[src/rtl/sirv_plic_pkg.sv]
// Shared PLIC constants: default sizing and the "no source" ID.
// Imported by the arbiter and the priority max tree.
package sirv_plic_pkg;

    localparam int PLIC_NSRC    = 8;
    localparam int PLIC_PRIO_W  = 3;
    localparam int PLIC_ID_W    = 4;
    localparam int PLIC_ID_NONE = 0;

    // Minimum ID width able to encode IDs 0..nsrc.
    function automatic int plic_id_bits(input int nsrc);
        return $clog2(nsrc + 1);
    endfunction

endpackage

[src/rtl/sirv_plic_max_tree.sv]
// Log-depth (priority, id) maximum over a candidate vector.
// Ties go to the lowest ID; a zero-priority result reports ID none.
module sirv_plic_max_tree
    import sirv_plic_pkg::*;
#(
    parameter int NSRC   = PLIC_NSRC,
    parameter int PRIO_W = PLIC_PRIO_W,
    parameter int ID_W   = PLIC_ID_W
) (
    input  logic [NSRC-1:0]        i_valid,
    input  logic [NSRC*PRIO_W-1:0] i_prio,
    output logic [ID_W-1:0]        o_id,
    output logic [PRIO_W-1:0]      o_prio
);

    localparam int LV = (NSRC > 1) ? $clog2(NSRC) : 1;
    localparam int W  = 1 << LV;

    logic [PRIO_W-1:0] w_p [LV+1][W];
    logic [ID_W-1:0]   w_i [LV+1][W];

    always_comb begin
        for (int l = 0; l <= LV; l++) begin
            for (int k = 0; k < W; k++) begin
                w_p[l][k] = '0;
                w_i[l][k] = '0;
            end
        end
        for (int k = 0; k < NSRC; k++) begin
            if (i_valid[k]) begin
                w_p[0][k] = i_prio[k*PRIO_W +: PRIO_W];
                w_i[0][k] = ID_W'(k + 1);
            end
        end
        // Left operand always holds the lower IDs, so only a strict win moves right.
        for (int l = 0; l < LV; l++) begin
            for (int k = 0; k < (W >> (l + 1)); k++) begin
                if (w_p[l][2*k+1] > w_p[l][2*k]) begin
                    w_p[l+1][k] = w_p[l][2*k+1];
                    w_i[l+1][k] = w_i[l][2*k+1];
                end else begin
                    w_p[l+1][k] = w_p[l][2*k];
                    w_i[l+1][k] = w_i[l][2*k];
                end
            end
        end
    end

    assign o_prio = w_p[LV][0];
    assign o_id   = (w_p[LV][0] == '0) ? ID_W'(PLIC_ID_NONE) : w_i[LV][0];

endmodule

[src/rtl/sirv_plic_arbiter.sv]
// PLIC pending/claim/complete stage fed by the per-source gateways.
// Registers the best enabled pending source above threshold for one hart.
module sirv_plic_arbiter
    import sirv_plic_pkg::*;
#(
    parameter int NSRC   = PLIC_NSRC,
    parameter int PRIO_W = PLIC_PRIO_W,
    parameter int ID_W   = PLIC_ID_W
) (
    input  logic                   clock,
    input  logic                   reset,
    input  logic [NSRC-1:0]        io_gw_valid,
    output logic [NSRC-1:0]        io_gw_ready,
    output logic [NSRC-1:0]        io_gw_complete,
    input  logic [NSRC*PRIO_W-1:0] io_prio,
    input  logic [NSRC-1:0]        io_enable,
    input  logic [PRIO_W-1:0]      io_threshold,
    output logic                   io_irq,
    input  logic                   io_claim_valid,
    output logic [ID_W-1:0]        io_claim_id,
    input  logic                   io_complete_valid,
    input  logic [ID_W-1:0]        io_complete_id
);

    logic [NSRC-1:0]   r_pending;
    logic [ID_W-1:0]   r_best_id;
    logic              r_irq;
    logic [NSRC-1:0]   r_gw_complete;

    logic [NSRC-1:0]   w_set;
    logic [NSRC-1:0]   w_claim_clr;
    logic [NSRC-1:0]   w_cmp_hit;
    logic [NSRC-1:0]   w_pending_d;
    logic [NSRC-1:0]   w_cand;
    logic [ID_W-1:0]   w_best_id;
    logic [PRIO_W-1:0] w_best_prio;

    assign io_gw_ready    = ~r_pending;
    assign io_gw_complete = r_gw_complete;
    assign io_irq         = r_irq;
    assign io_claim_id    = r_irq ? r_best_id : ID_W'(PLIC_ID_NONE);

    assign w_set = io_gw_valid & ~r_pending;

    // Out-of-range and zero IDs match no source and fall through.
    always_comb begin
        w_claim_clr = '0;
        w_cmp_hit   = '0;
        for (int i = 0; i < NSRC; i++) begin
            if (io_claim_valid && io_claim_id == ID_W'(i + 1))
                w_claim_clr[i] = 1'b1;
            if (io_complete_valid && io_complete_id == ID_W'(i + 1)
                && io_enable[i])
                w_cmp_hit[i] = 1'b1;
        end
    end

    // Select on next-state pending so a claimed source never reappears.
    assign w_pending_d = (r_pending | w_set) & ~w_claim_clr;
    assign w_cand      = w_pending_d & io_enable;

    sirv_plic_max_tree #(
        .NSRC   (NSRC),
        .PRIO_W (PRIO_W),
        .ID_W   (ID_W)
    ) u_max_tree (
        .i_valid (w_cand),
        .i_prio  (io_prio),
        .o_id    (w_best_id),
        .o_prio  (w_best_prio)
    );

    always_ff @(posedge clock) begin
        if (reset) begin
            r_pending     <= '0;
            r_best_id     <= '0;
            r_irq         <= 1'b0;
            r_gw_complete <= '0;
        end else begin
            r_pending     <= w_pending_d;
            r_best_id     <= w_best_id;
            r_irq         <= (w_best_prio > io_threshold);
            r_gw_complete <= w_cmp_hit;
        end
    end

endmodule
[config.mk]
export PLATFORM = sky130hd
export DESIGN_NAME = sirv_plic_arbiter
export DESIGN_NICKNAME = d
export VERILOG_FILES = /design/src/rtl/sirv_plic_pkg.sv /design/src/rtl/sirv_plic_max_tree.sv /design/src/rtl/sirv_plic_arbiter.sv
export SDC_FILE = /design/constraint.sdc
export NUM_CORES = 1
export LEC_CHECK = 0
export ABC_CLOCK_PERIOD_IN_PS = 8050
export BUFFER_PORTS_ARGS = -buffer_cell sky130_fd_sc_hd__buf_4
export CAP_MARGIN = 20
export CORE_MARGIN = 5
export CORE_UTILIZATION = 40
export CTS_BUF_LIST = sky130_fd_sc_hd__clkbuf_16
export CTS_CLUSTER_SIZE = 40
export DETAILED_ROUTE_END_ITERATION = 8
export PLACE_DENSITY = 0.77
export SYNTH_ARGS = -nofsm -noshare
export SYNTH_HDL_FRONTEND = slang
export SYNTH_HIERARCHICAL = 1
export SYNTH_SLANG_ARGS = --single-unit
export TNS_END_PERCENT = 20
[constraint.sdc]
create_clock -name clock -period 8.05 [get_ports clock]
set_input_delay 0.4025 -clock clock [delete_from_list [all_inputs] [get_ports clock]]
set_output_delay 0.4025 -clock clock [all_outputs]
set_load 0.01 [all_outputs]
**After elaboration in Yosys (flattened, before gate mapping)**

Index checks and enable logic that the tools add are counted.

- Register bits: 21
- Bits of input ports: 51
- Output and inout bits: 21

- $lt $le $gt $ge: 8
- Equality and inequality tests: 16
- Multiplexer cells: 47
- Bitwise operators: 6
- Reduce and logical (&&, ||, !) cells: 26

Operator list:

| kind | number |
|---|---|
| 3-bit two-way mux | 22 |
| 4-bit by 3-bit equality test with 1-bit output, second input constant | 8 |
| 8-bit AND | 3 |
| 3-bit greater-than comparator | 8 |
| 1-bit logical AND | 24 |
| 4-bit two-way mux | 5 |
| 1-bit two-way mux | 17 |
| 4-bit by 2-bit equality test with 1-bit output, second input constant | 4 |
| 8-bit NOT | 2 |
| 4-bit by 1-bit equality test with 1-bit output, second input constant | 2 |
| 4-bit equality test, second input constant | 2 |
| 8-bit OR | 1 |
| 2-bit two-way mux | 3 |
| 3-bit logical NOT | 1 |
| 2-bit OR reduction | 1 |

**Logic depth before layout (Yosys ltp)**

Gate-level depths: netlist of run 1.

- Depth in word-level cells: 16
- Gate-level depth with buffers: 29
- Mapped depth without buffers: 28

**Cells and area by module**

The synthesis of run 1 kept the hierarchy.

Modules (own cells, without submodules):

| module | instances | cells each | area each (µm²) |
|---|---|---|---|
| sirv_plic_max_tree | 1 | 161 | 1094.8 |
| sirv_plic_arbiter | 1 | 105 | 908.4 |

**Least setup slack after synthesis of run 1**

OpenSTA, ideal clock, no wires.

- Path kind: input -> register
- From: input io_claim_valid
- To: register r_irq (netlist: io_irq)
- Library setup time: 0.132 ns
- Arrival: 5.053 ns
- Data required time: 7.918 ns
- Setup slack: 2.865 ns
- Stages: 29
- Cell sequence: or3b_1 -> nor3_1 -> nor3b_1 -> nand2_1 -> inv_1 -> ha_1 -> nand2b_1 -> a21oi_1 -> nand2_1 -> mux2i_1 -> inv_1 -> ha_1 -> nand3b_1 -> a21boi_0 -> a41o_1 -> o32ai_1 -> inv_1 -> ha_1 -> nor2b_1 -> o21a_1 -> o21a_1 -> clkbuf_1 -> nor2_1 -> a22oi_1 -> nand2_1 -> ha_1 -> nor2b_1 -> nor3_1 -> nor3_1

- Word-level cells in the longest chain between the ends: 13
- Elaborated cells between the ends (all ways): 42

RTL lines:

| item | line | text |
|---|---|---|
| from (decl) | sirv_plic_arbiter.sv:19 | `input logic io_claim_valid,` |
| 1-bit logical AND * | sirv_plic_arbiter.sv:50 | `if (io_claim_valid && io_claim_id == ID_W'(i + 1))` |
| 1-bit two-way mux * | sirv_plic_arbiter.sv:50 |  |
| 8-bit NOT * | sirv_plic_arbiter.sv:59 | `assign w_pending_d = (r_pending \| w_set) & ~w_claim_clr;` |
| 8-bit AND * | sirv_plic_arbiter.sv:59 |  |
| 8-bit AND * | sirv_plic_arbiter.sv:60 | `assign w_cand = w_pending_d & io_enable;` |
| net w_cand[1] | sirv_plic_arbiter.sv:34 | `logic [NSRC-1:0] w_cand;` |
| 3-bit two-way mux * | sirv_plic_max_tree.sv:30 | `if (i_valid[k]) begin` |
| 3-bit greater-than comparator | sirv_plic_max_tree.sv:38 | `if (w_p[l][2*k+1] > w_p[l][2*k]) begin` |
| 3-bit two-way mux * | sirv_plic_max_tree.sv:38 |  |
| 3-bit greater-than comparator | sirv_plic_max_tree.sv:38 |  |
| 3-bit two-way mux * | sirv_plic_max_tree.sv:38 |  |
| 3-bit greater-than comparator | sirv_plic_max_tree.sv:38 |  |
| 3-bit two-way mux * | sirv_plic_max_tree.sv:38 |  |
| net w_best_prio[1] | sirv_plic_arbiter.sv:36 | `logic [PRIO_W-1:0] w_best_prio;` |
| 3-bit greater-than comparator * | sirv_plic_arbiter.sv:82 | `r_irq <= (w_best_prio > io_threshold);` |
| to (signal assigned) | sirv_plic_arbiter.sv:82 |  |
| to (decl) | sirv_plic_arbiter.sv:27 | `logic r_irq;` |

Mark *: on every way through the listed nets, which the timed path passes. The rest lies on a longest branch.
A chain may end at the register's enable or synchronous reset.

**Worst setup path in the final report of run 1**

- From: register r_best_id[3]
- To: register r_irq (netlist: io_irq)

- Word-level cells in the longest chain between the ends: 15
- Elaborated cells between the ends (all ways): 51

RTL lines:

| item | line | text |
|---|---|---|
| from (decl) | sirv_plic_arbiter.sv:26 | `logic [ID_W-1:0] r_best_id;` |
| from (signal assigned) | sirv_plic_arbiter.sv:81 | `r_best_id <= w_best_id;` |
| 4-bit two-way mux * | sirv_plic_arbiter.sv:41 | `assign io_claim_id = r_irq ? r_best_id : ID_W'(PLIC_ID_NONE);` |
| 4-bit by 3-bit equality test with 1-bit output * | sirv_plic_arbiter.sv:50 |  |
| 1-bit logical AND * | sirv_plic_arbiter.sv:50 |  |
| 1-bit two-way mux * | sirv_plic_arbiter.sv:50 |  |
| 8-bit NOT * | sirv_plic_arbiter.sv:59 |  |
| 8-bit AND * | sirv_plic_arbiter.sv:59 |  |
| 8-bit AND * | sirv_plic_arbiter.sv:60 |  |
| net w_cand[4] | sirv_plic_arbiter.sv:34 |  |
| 3-bit two-way mux * | sirv_plic_max_tree.sv:30 |  |
| 3-bit greater-than comparator | sirv_plic_max_tree.sv:38 |  |
| 3-bit two-way mux * | sirv_plic_max_tree.sv:38 |  |
| 3-bit greater-than comparator | sirv_plic_max_tree.sv:38 |  |
| 3-bit two-way mux * | sirv_plic_max_tree.sv:38 |  |
| 3-bit greater-than comparator | sirv_plic_max_tree.sv:38 |  |
| 3-bit two-way mux * | sirv_plic_max_tree.sv:38 |  |
| net w_best_prio[1] | sirv_plic_arbiter.sv:36 |  |
| 3-bit greater-than comparator * | sirv_plic_arbiter.sv:82 |  |

Marked as above.

==> flow_metrics.py, run 1 <==
metrics = {
    "clock_tree": {
        "clk_latency_ns": 0.25,
        "cts_inserted_buffers": 3,
        "h-tree-depth": 1,
        "cts_tree": "built",
        "clk_root_buffer_cell": "clkbuf_16",
        "ctsLongestPathBuffers": 2,
        "clkSlewWorstSetupHoldPaths_ns": 0.05,
        "cts_hold_repair.buffers": 0,
        "post_cts_resized": 0,
        "buffer_count_from_post_cts_setup_fixing": 0,
        "cts.sinks": 21,
    },
    "setup_path": {
        "cp-start-kind": "flip-flop",
        "worstSetupPathType": "flip-flop to flip-flop",
        "slowest_stage": "nor3b_1",
        "critical_path_arrival_ns": 6.00,
        "worstPathRequired_ns": 8.19,
        "critical_path.max_fanout": 9,
        "critPathCaptureType": "flip-flop",
        "cpMostUsedCell": "ha_1",
        "cpPeakStageDelay_ns": 0.57,
    },
    "detailed_routing": {
        "drt_pass1_iterations": 4,
        "final_antenna_net_count": 0,
        "dr.first_iter.drc_count": 60,
        "post_drt_via_cell_ratio": 5.28,
        "dr_total_vias": 2142,
        "drt-wirelength-per-cell_um": 13.2,
        "drt-total-wl_mm": 5.37,
        "drc": 0,
    },
    "grt": {
        "globalRouteOverflowTotal": 0,
        "grt_util_all_layers": 0.164,
        "grt_pass1_vias": 1983,
        "grt_pass1_wl_mm": 8.59,
        "grt_antenna_before_repair": 0,
        "grt_start_max_net_pins": 17,
    },
    "power": {
        "p_leak_nw": 1.32,
        "share_seq_of_total_power": 0.233,
        "power_report.internal_total_mw": 0.322,
        "sw_pwr_mw": 0.216,
        "combinationalPowerShare": 0.577,
        "ir_drop_mv": 0.0835,
        "p_sw_frac": 0.401,
        "powerDensity_mw_per_mm2": 200,
        "p_clk_frac": 0.190,
    },
    "synthesis": {
        "ys_seq_area_frac": 0.210,
        "number_of_storage_elements_in_the_synthesis_netlist": 21,
        "post_synth.cell_area_avg_um2": 7.53,
        "synth_top_cells_by_count": "nand2_1, nor2_1, ha_1, inv_1, dfxtp_1",
        "synth_nets": 341,
        "synth_cells": 266,
        "synth-edff-count": 0,
        "async_reset_ff_frac": 0,
        "post-synth-top-area-fraction": 0.210,
        "syn-cell-area_mm2": 0.00200,
        "dominantRegCellSynth": "dfxtp_1",
        "synth_top_cell_by_area": "dfxtp_1",
        "synth.distinct_cells": 47,
        "ys_top_cells_by_area": "dfxtp_1, ha_1, nand2_1",
        "ys_warn_count": 6,
    },
    "timing": {
        "timing.fmax_mhz": 171,
        "rsz0062_at_grt": "false",
        "number_of_setup_violations_in_the_final_report": 0,
        "final.hold.worst_slack_ns": 0.360,
        "timing_worst_slew_pin_value_ns": 0.719,
        "finalMaxSlewViolations": 0,
        "relSlewSlack": 0.520,
        "fin_tns_setup_ns": 0,
        "final.setup_skew_ns": 0.000638,
        "fin_crit_ns": 5.86,
        "period_share": 0.729,
        "final-hold-violation-count": 0,
    },
    "die": {
        "die_w_um": 80.8,
        "io-pin-count": 72,
        "placement_rows": 25,
        "fp.dieArea_mm2": 0.00652,
        "initial_utilization": 0.419,
        "floorplan.core_area_mm2": 0.00479,
        "floorplan.die.height_um": 80.8,
    },
    "outcome": {
        "outcome": "finished clean",
    },
    "finish": {
        "antenna-diode-count": 0,
        "fin_nets": 415,
        "finish.cell_count_without_fillers": 406,
        "layout-area-overhead-vs-synth_pct": 34.4,
        "drive_gt1_frac": 0.251,
        "final_util": 0.563,
    },
    "placed_design": {
        "place.detailed.instances": 402,
        "port_buffers": 71,
        "hpwl_mm": 4.69,
        "gpl.final_weighted_congestion": 0.871,
    },
    "run": {
        "maxCapViolCount": 0,
    },
    "worst_hold_path": {
        "hp-class": "input pin to flip-flop",
    },
}
## metal layers
metal  up-vias  track usage  part of all wire
li1       1106            -                 -
met1       957        0.203              0.43
met2        69        0.297              0.48
met3        10       0.0177             0.071
met4         0       0.0490             0.014
met5         -            0                 0
## cell type report
cell class                      instances  area [um^2]
Timing Repair Buffer                   71          533
Sequential cell                        21          420
Inverter                               22         82.6
Tap cell                               67         83.8
Multi-Input combinational cell        221         1490
Clock buffer                            3         75.1
Clock inverter                          1         5.00
Fill cell                             476         2090
## registers in the layout (all words and copies together), names as in the netlist
name / cells
io_gw_complete: 8
r_pending: 8
r_best_id: 4
io_irq: 1
## cells in the final DEF (no fill, tap or decap), types with 2 or more instances in the layout
cell type	count
and3_1	7
buf_4	71
clkbuf_16	3
nor3b_1	8
a41o_1	2
nand2_1	27
mux2i_1	7
nor2b_1	8
a22oi_1	2
a31oi_1	5
nand2b_1	3
nor2_1	27
o21ai_0	8
nand3_1	13
o211ai_1	6
inv_1	22
a21boi_0	5
and2_1	8
or3b_1	2
nor3_1	14
a21oi_1	7
and2_2	3
dfxtp_1	21
o21a_1	5
ha_1	24
or2_1	2
a21o_1	3
o21bai_1	2
nand3b_1	4
## cells by family after synthesis
kind of cell,after synthesis,synth area share
simple gates,133,0.355
compound gates,57,0.205
buf+inv,24,0.0450
fa+ha+maj,24,0.150
flops,21,0.210
mux,7,0.0350
## stage by stage
step                      instance area, um^2  power, mW  setup slack [ns]
after detailed placement                 2610      0.435              2.08
after global routing                     2690      0.584              1.62
after CTS                                2690      0.538              2.18
final                                    2690      0.537              2.19
after floorplan                          2000      0.357              2.87
after global placement                   2610      0.427              2.20
## final timing paths
path,start,endpoint,slack [ns],cells after the start
worst min-delay path,io_complete_id[3],io_gw_complete[2],0.36,2
worst max register to register,r_best_id[3],io_irq,2.19,26
worst min register to register,r_pending[0],r_pending[0],0.54,2
worst max-delay path,r_best_id[3],io_irq,2.19,26
## power groups by stage
stage	sequential [mW]	clock, mW	combinational [mW]
after floorplan	0.125	0	0.232
after global placement	0.127	0	0.300
after detailed placement	0.128	0	0.307
after CTS	0.125	0.103	0.310
after global routing	0.127	0.109	0.348
final	0.125	0.102	0.310
## critical path, delay by kind of cell (launching register included)
| family | cells | cell delay [ns] |
|---|---|---|
| buffers and inverters | 1 | 0.08 |
| adders and majority gates | 4 | 1.23 |
| muxes | 1 | 0.33 |
| and+or+nand+nor | 13 | 2.00 |
| AOI/OAI and AO/OA | 7 | 1.74 |
| DFF | 1 | 0.38 |
Note: power is estimated with default switching activity, not from simulation.
==> inputs of run 2 (changes only) <==
--- a/config.mk
+++ b/config.mk
@@ -5,7 +5,7 @@
 export SDC_FILE = /design/constraint.sdc
 export NUM_CORES = 1
 export LEC_CHECK = 0
-export ABC_CLOCK_PERIOD_IN_PS = 8050
+export ABC_CLOCK_PERIOD_IN_PS = 6000
 export BUFFER_PORTS_ARGS = -buffer_cell sky130_fd_sc_hd__buf_4
 export CAP_MARGIN = 20
 export CORE_MARGIN = 5
==> constraint.sdc (replaced) <==
create_clock -name clock -period 6 [get_ports clock]
set_input_delay 0.3 -clock clock [delete_from_list [all_inputs] [get_ports clock]]
set_output_delay 0.3 -clock clock [all_outputs]
set_load 0.01 [all_outputs]
==> flow_metrics.py, run 2 (synthesis results as in run 1) <==
metrics = {
    "detailed_routing": {
        "drt-total-wl_mm": 5.55,
        "post_drt_via_cell_ratio": 5.35,
        "final_antenna_net_count": 0,
        "dr_total_vias": 2190,
        "drc": 0,
        "drt_pass1_iterations": 4,
        "dr.first_iter.drc_count": 89,
        "drt-wirelength-per-cell_um": 13.6,
    },
    "finish": {
        "antenna-diode-count": 0,
        "layout_common_cells": "buf_4, nand2_1, nor2_1, ha_1, inv_1",
        "drive_gt1_frac": 0.287,
        "layout_commonest_cell": "buf_4",
        "layout-area-overhead-vs-synth_pct": 38.4,
        "fin_nets": 418,
    },
    "setup_path": {
        "total_stage_count_of_the_critical_path": 25,
        "critical_path.endpoint": "io_irq",
        "timing.reg2reg.worst_path_depth": 25,
        "worstSetupPathType": "flip-flop to flip-flop",
        "crit-reg2reg-capture": "io_irq",
        "cp-startpoint": "io_irq",
        "slack_of_the_worst_reg_to_reg_path_ns": 0.48,
        "critPathCaptureType": "flip-flop",
        "cpPeakStageDelay_ns": 0.45,
        "slowest_stage": "dfxtp_1",
        "worst_path_dominant_cell_family": "compound AO/OA/AOI/OAI gates",
        "cpMostUsedCell": "ha_1",
        "worstPathRequired_ns": 6.16,
        "critical_path.max_fanout": 9,
        "cp_num_buf_inv": 1,
        "cp-start-kind": "flip-flop",
        "critical_path_arrival_ns": 5.69,
        "critical_path.reg2reg.startpoint": "io_irq",
    },
    "die": {
        "placement_rows": 25,
        "fp.dieArea_mm2": 0.00652,
        "io-pin-count": 72,
        "floorplan.core_area_mm2": 0.00479,
        "die_w_um": 80.8,
        "initial_utilization": 0.419,
        "floorplan.die.height_um": 80.8,
    },
    "timing": {
        "final-hold-violation-count": 0,
        "period_share": 0.921,
        "final.setup_skew_ns": 0.00181,
        "timing_worst_slew_pin_value_ns": 0.519,
        "relSlewSlack": 0.653,
        "timing.fmax_mhz": 181,
        "number_of_setup_violations_in_the_final_report": 0,
        "fin_tns_setup_ns": 0,
        "fin_crit_ns": 5.52,
        "rsz0062_at_grt": "false",
        "finalMaxSlewViolations": 0,
        "final.hold.worst_slack_ns": 0.250,
    },
    "clock_tree": {
        "cts_tree": "built",
        "ctsLongestPathBuffers": 2,
        "clk_root_buffer_cell": "clkbuf_16",
        "h-tree-depth": 1,
        "cts.sinks": 21,
        "clkSlewWorstSetupHoldPaths_ns": 0.05,
        "clk_latency_ns": 0.25,
        "buffer_count_from_post_cts_setup_fixing": 0,
        "cts_inserted_buffers": 3,
    },
    "grt": {
        "grt_util_all_layers": 0.167,
        "grt_pass1_wl_mm": 8.87,
        "grt_antenna_before_repair": 0,
        "globalRouteOverflowTotal": 0,
        "grt_pass1_vias": 2099,
        "grt_start_max_net_pins": 17,
    },
    "power": {
        "p_leak_nw": 1.35,
        "ir_drop_mv": 0.168,
        "powerDensity_mw_per_mm2": 270,
    },
    "placed_design": {
        "port_buffers": 71,
        "hpwl_mm": 4.67,
        "gpl.final_weighted_congestion": 0.888,
    },
    "worst_hold_path": {
        "hp-class": "input pin to flip-flop",
        "worstHoldStart": "io_complete_id[3]",
    },
    "outcome": {
        "outcome": "finished clean",
    },
    "run": {
        "maxCapViolCount": 0,
    },
}
## run 2: where the power goes
group	leakage (nW)	internal, mW	switching [mW]
clock	0.0409	0.0894	0.0481
sequential	0.172	0.154	0.0131
combinational	1.14	0.203	0.242
## run 2: routing by layer
layer  up-vias  global-route usage  routed length (um)
li1       1111                   -                   -
met1      1000               0.209                2420
met2        71               0.303                2630
met3         8              0.0200                 423
met4         0              0.0456                  70
met5         -                   0                   0
## run 2: worst min path at each step
| stage | to | slack, ns | cells past startpoint |
|---|---|---|---|
| 2_1_floorplan | io_gw_complete[2] | 0.37 | 1 |
| 3_3_place_gp | r_pending[2] | 0.51 | 2 |
| 3_5_place_dp | io_gw_complete[2] | 0.51 | 2 |
| 4_1_cts | io_gw_complete[2] | 0.25 | 2 |
| 5_1_grt | io_gw_complete[2] | 0.25 | 2 |
| 6_report | io_gw_complete[2] | 0.25 | 2 |
## run 2: layout make-up
| type | instances | area [um^2] |
|---|---|---|
| Clock buffer | 3 | 75.1 |
| Clock inverter | 1 | 5.00 |
| Fill cell | 440 | 2010 |
| Inverter | 22 | 82.6 |
| Multi-Input combinational cell | 221 | 1550 |
| Sequential cell | 21 | 420 |
| Tap cell | 67 | 83.8 |
| Timing Repair Buffer | 74 | 556 |
## run 2: timing repair
action / 4_1_cts / 5_1_grt
endpoints found under the setup margin: 0 / 1
gates resized for setup: 0 / 11
hold buffers: 0 / 0
## run 2: per-stage QoR
stage               area (um^2)  instances  utilization  total power [mW]  setup WS [ns]
finish                     2770        409        0.579             0.750          0.476
global placement           2640        405        0.551             0.581          0.380
detailed placement         2640        405        0.551             0.592          0.212
CTS                        2720        409        0.567             0.732          0.227
floorplan                  2000        266            -             0.479          0.877
global route               2770        409        0.579             0.810         0.0855
==> inputs of run 3 (changes only) <==
--- a/config.mk
+++ b/config.mk
@@ -5,15 +5,16 @@
 export SDC_FILE = /design/constraint.sdc
 export NUM_CORES = 1
 export LEC_CHECK = 0
-export ABC_CLOCK_PERIOD_IN_PS = 6000
+export ABC_AREA = 1
+export ABC_CLOCK_PERIOD_IN_PS = 5500
 export BUFFER_PORTS_ARGS = -buffer_cell sky130_fd_sc_hd__buf_4
 export CAP_MARGIN = 20
 export CORE_MARGIN = 5
-export CORE_UTILIZATION = 40
+export CORE_UTILIZATION = 51
 export CTS_BUF_LIST = sky130_fd_sc_hd__clkbuf_16
 export CTS_CLUSTER_SIZE = 40
 export DETAILED_ROUTE_END_ITERATION = 8
-export PLACE_DENSITY = 0.77
+export PLACE_DENSITY = 0.91
 export SYNTH_ARGS = -nofsm -noshare
 export SYNTH_HDL_FRONTEND = slang
 export SYNTH_HIERARCHICAL = 1
==> constraint.sdc (replaced) <==
create_clock -name clock -period 5.5 [get_ports clock]
set_input_delay 0.275 -clock clock [delete_from_list [all_inputs] [get_ports clock]]
set_output_delay 0.275 -clock clock [all_outputs]
set_load 0.01 [all_outputs]
==> flow_metrics.py, run 3 <==
metrics = {
    "finish": {
        "drive_gt1_frac": 0.273,
        "layout_commonest_cell": "nand2_1",
        "layout_common_cells": "nand2_1, buf_4, inv_1, nor2_1, nand3_1",
        "fin_nets": 497,
        "antenna-diode-count": 0,
        "layout-area-overhead-vs-synth_pct": 31.7,
    },
    "clock_tree": {
        "cts_tree": "built",
        "cts.sinks": 21,
        "clkSlewWorstSetupHoldPaths_ns": 0.06,
        "cts_inserted_buffers": 3,
        "post_cts_resized": 0,
        "clk_latency_ns": 0.25,
        "cts_hold_repair.buffers": 0,
        "h-tree-depth": 1,
        "clk_root_buffer_cell": "clkbuf_16",
        "ctsLongestPathBuffers": 2,
        "buffer_count_from_post_cts_setup_fixing": 0,
    },
    "synthesis": {
        "ys_seq_area_frac": 0.199,
        "synth_top_family_by_area": "simple AND/OR/NAND/NOR gates",
        "synth.distinct_cells": 26,
        "async_reset_ff_frac": 0,
        "post_synth_mux_area_share": 0,
        "synthSimpleGateAreaFrac": 0.496,
        "synth_most_common_cell": "nand2_1",
        "synth_cells": 347,
        "syn-cell-area_mm2": 0.00211,
        "synth_xor_area_frac": 0,
        "synth_top_cell_by_area": "dfxtp_1",
        "synth_top_cells_by_count": "nand2_1, inv_1, nor2_1, nand3_1, ha_1",
        "post-synth-top-area-fraction": 0.199,
        "synth-edff-count": 0,
        "ys_top_cells_by_area": "dfxtp_1, nand2_1, ha_1",
        "synth_nets": 422,
        "compound_gate_fraction_of_synth_area": 0.0509,
        "synthAdderAreaFrac": 0.142,
        "ys_warn_count": 6,
        "number_of_storage_elements_in_the_synthesis_netlist": 21,
        "dominantRegCellSynth": "dfxtp_1",
        "post_synth.cell_area_avg_um2": 6.09,
    },
    "timing": {
        "fin_tns_setup_ns": 0,
        "rsz0062_at_grt": "false",
        "final-hold-violation-count": 0,
        "finalMaxSlewViolations": 0,
        "timing.fmax_mhz": 200,
        "period_share": 0.909,
        "timing_worst_slew_pin_value_ns": 0.384,
        "fin_crit_ns": 5.00,
        "final.setup_skew_ns": 0.00188,
        "relSlewSlack": 0.743,
        "number_of_setup_violations_in_the_final_report": 0,
    },
    "placed_design": {
        "gpl.final_weighted_congestion": 0.918,
        "port_buffers": 71,
        "hpwl_mm": 4.79,
    },
    "grt": {
        "grt.met1_usage": 0.235,
        "grt_start_max_net_pins": 15,
        "grt-busiest-layer": "met2",
        "grt_pass1_vias": 2332,
        "global_route.usage.met3": 0.0324,
        "grt_use_met2": 0.390,
        "globalRouteOverflowTotal": 0,
        "grt_antenna_before_repair": 0,
        "grt_util_all_layers": 0.210,
        "grt_pass1_wl_mm": 9.35,
    },
    "detailed_routing": {
        "drt-total-wl_mm": 5.73,
        "dr.first_iter.drc_count": 166,
        "post_drt_via_cell_ratio": 5.07,
        "final_antenna_net_count": 0,
        "drt_pass1_iterations": 4,
        "drt-wirelength-per-cell_um": 12.2,
        "dr_total_vias": 2386,
        "drc": 0,
    },
    "die": {
        "initial_utilization": 0.529,
        "io-pin-count": 72,
        "placement_rows": 23,
        "floorplan.die.height_um": 74.4,
        "floorplan.core_area_mm2": 0.00400,
        "fp.dieArea_mm2": 0.00553,
        "die_w_um": 74.4,
    },
    "worst_hold_path": {
        "hp-class": "input pin to flip-flop",
        "worstHoldStart": "io_enable[6]",
        "worst_hold_path.endpoint": "io_gw_complete[6]",
        "timing.hold.worst_path_depth": 3,
    },
    "power": {
        "p_sw_frac": 0.473,
        "p_leak_nw": 1.64,
        "p_clk_frac": 0.151,
        "sw_pwr_mw": 0.477,
        "power_report.internal_total_mw": 0.532,
        "share_seq_of_total_power": 0.172,
        "powerDensity_mw_per_mm2": 362,
        "ir_drop_mv": 0.309,
        "combinationalPowerShare": 0.677,
        "p_total_mw": 1.01,
    },
    "setup_path": {
        "critPathCaptureType": "flip-flop",
        "cpMostUsedCell": "nand2_1",
        "slowest_stage": "dfxtp_1",
        "timing.reg2reg.worst_path_depth": 34,
        "critical_path.max_fanout": 7,
        "slack_of_the_worst_reg_to_reg_path_ns": 0.50,
        "critical_path_arrival_ns": 5.15,
        "crit-reg2reg-capture": "io_irq",
        "cpPeakStageDelay_ns": 0.40,
        "critical_path.reg2reg.startpoint": "io_irq",
        "worstSetupPathType": "flip-flop to flip-flop",
        "cp-start-kind": "flip-flop",
        "worstPathRequired_ns": 5.65,
    },
    "run": {
        "maxCapViolCount": 0,
    },
    "outcome": {
        "outcome": "finished clean",
    },
}
==> run 3: worst max-delay path by stage <==
stage,from,end,slack (ns),depth (start not counted)
final,io_irq,io_irq,0.50,34
after detailed placement,io_irq,io_irq,0.65,34
after floorplan,io_irq,io_irq,1.17,34
after global routing,io_irq,io_irq,0.06,34
after global placement,io_irq,io_irq,0.81,34
after CTS,io_irq,io_irq,0.62,34
==> run 3: routing by layer <==
metal	part of all wire	routed length, um
met5	0	0
met4	0.014	82
met3	0.094	541
met2	0.49	2810
met1	0.40	2300
==> run 3: area by class of cell <==
class	count	area, um^2
Clock buffer	3	75.1
Clock inverter	1	5.00
Fill cell	324	1210
Inverter	62	233
Multi-Input combinational cell	263	1460
Sequential cell	21	420
Tap cell	50	62.6
Timing Repair Buffer	71	533
==> run 3: worst max-delay path, delay by kind of cell (launching register included) <==
kind | cells | cell delay (ns)
DFF | 1 | 0.40
adders and majority gates | 4 | 1.14
buffers and inverters | 4 | 0.32
and+or+nand+nor | 22 | 2.47
AOI/OAI and AO/OA | 4 | 0.56
==> run 3: cells by family after synthesis <==
kind of cell / Yosys count
AOI/OAI and AO/OA: 15
adders and majority gates: 24
buffers and inverters: 63
DFF: 21
and+or+nand+nor: 224
==> run 3: stage by stage <==
step	cells	cell area, um^2	hold slack (ns)	utilization	worst slack [ns]
3_3_place_gp	467	2710	0.537	0.676	0.806
5_1_grt	471	2790	0.290	0.696	0.0608
4_1_cts	471	2790	0.278	0.696	0.623
2_1_floorplan	347	2110	0.346	-	1.17
6_report	471	2790	0.280	0.696	0.499
3_5_place_dp	467	2710	0.543	0.676	0.649
==> run 3: power by group through the flow <==
stage / clock (mW) / combinational, mW / sequential [mW]
2_1_floorplan: 0 / 0.524 / 0.176
3_3_place_gp: 0 / 0.648 / 0.176
3_5_place_dp: 0 / 0.670 / 0.176
4_1_cts: 0.154 / 0.674 / 0.173
5_1_grt: 0.160 / 0.770 / 0.174
6_report: 0.153 / 0.682 / 0.174
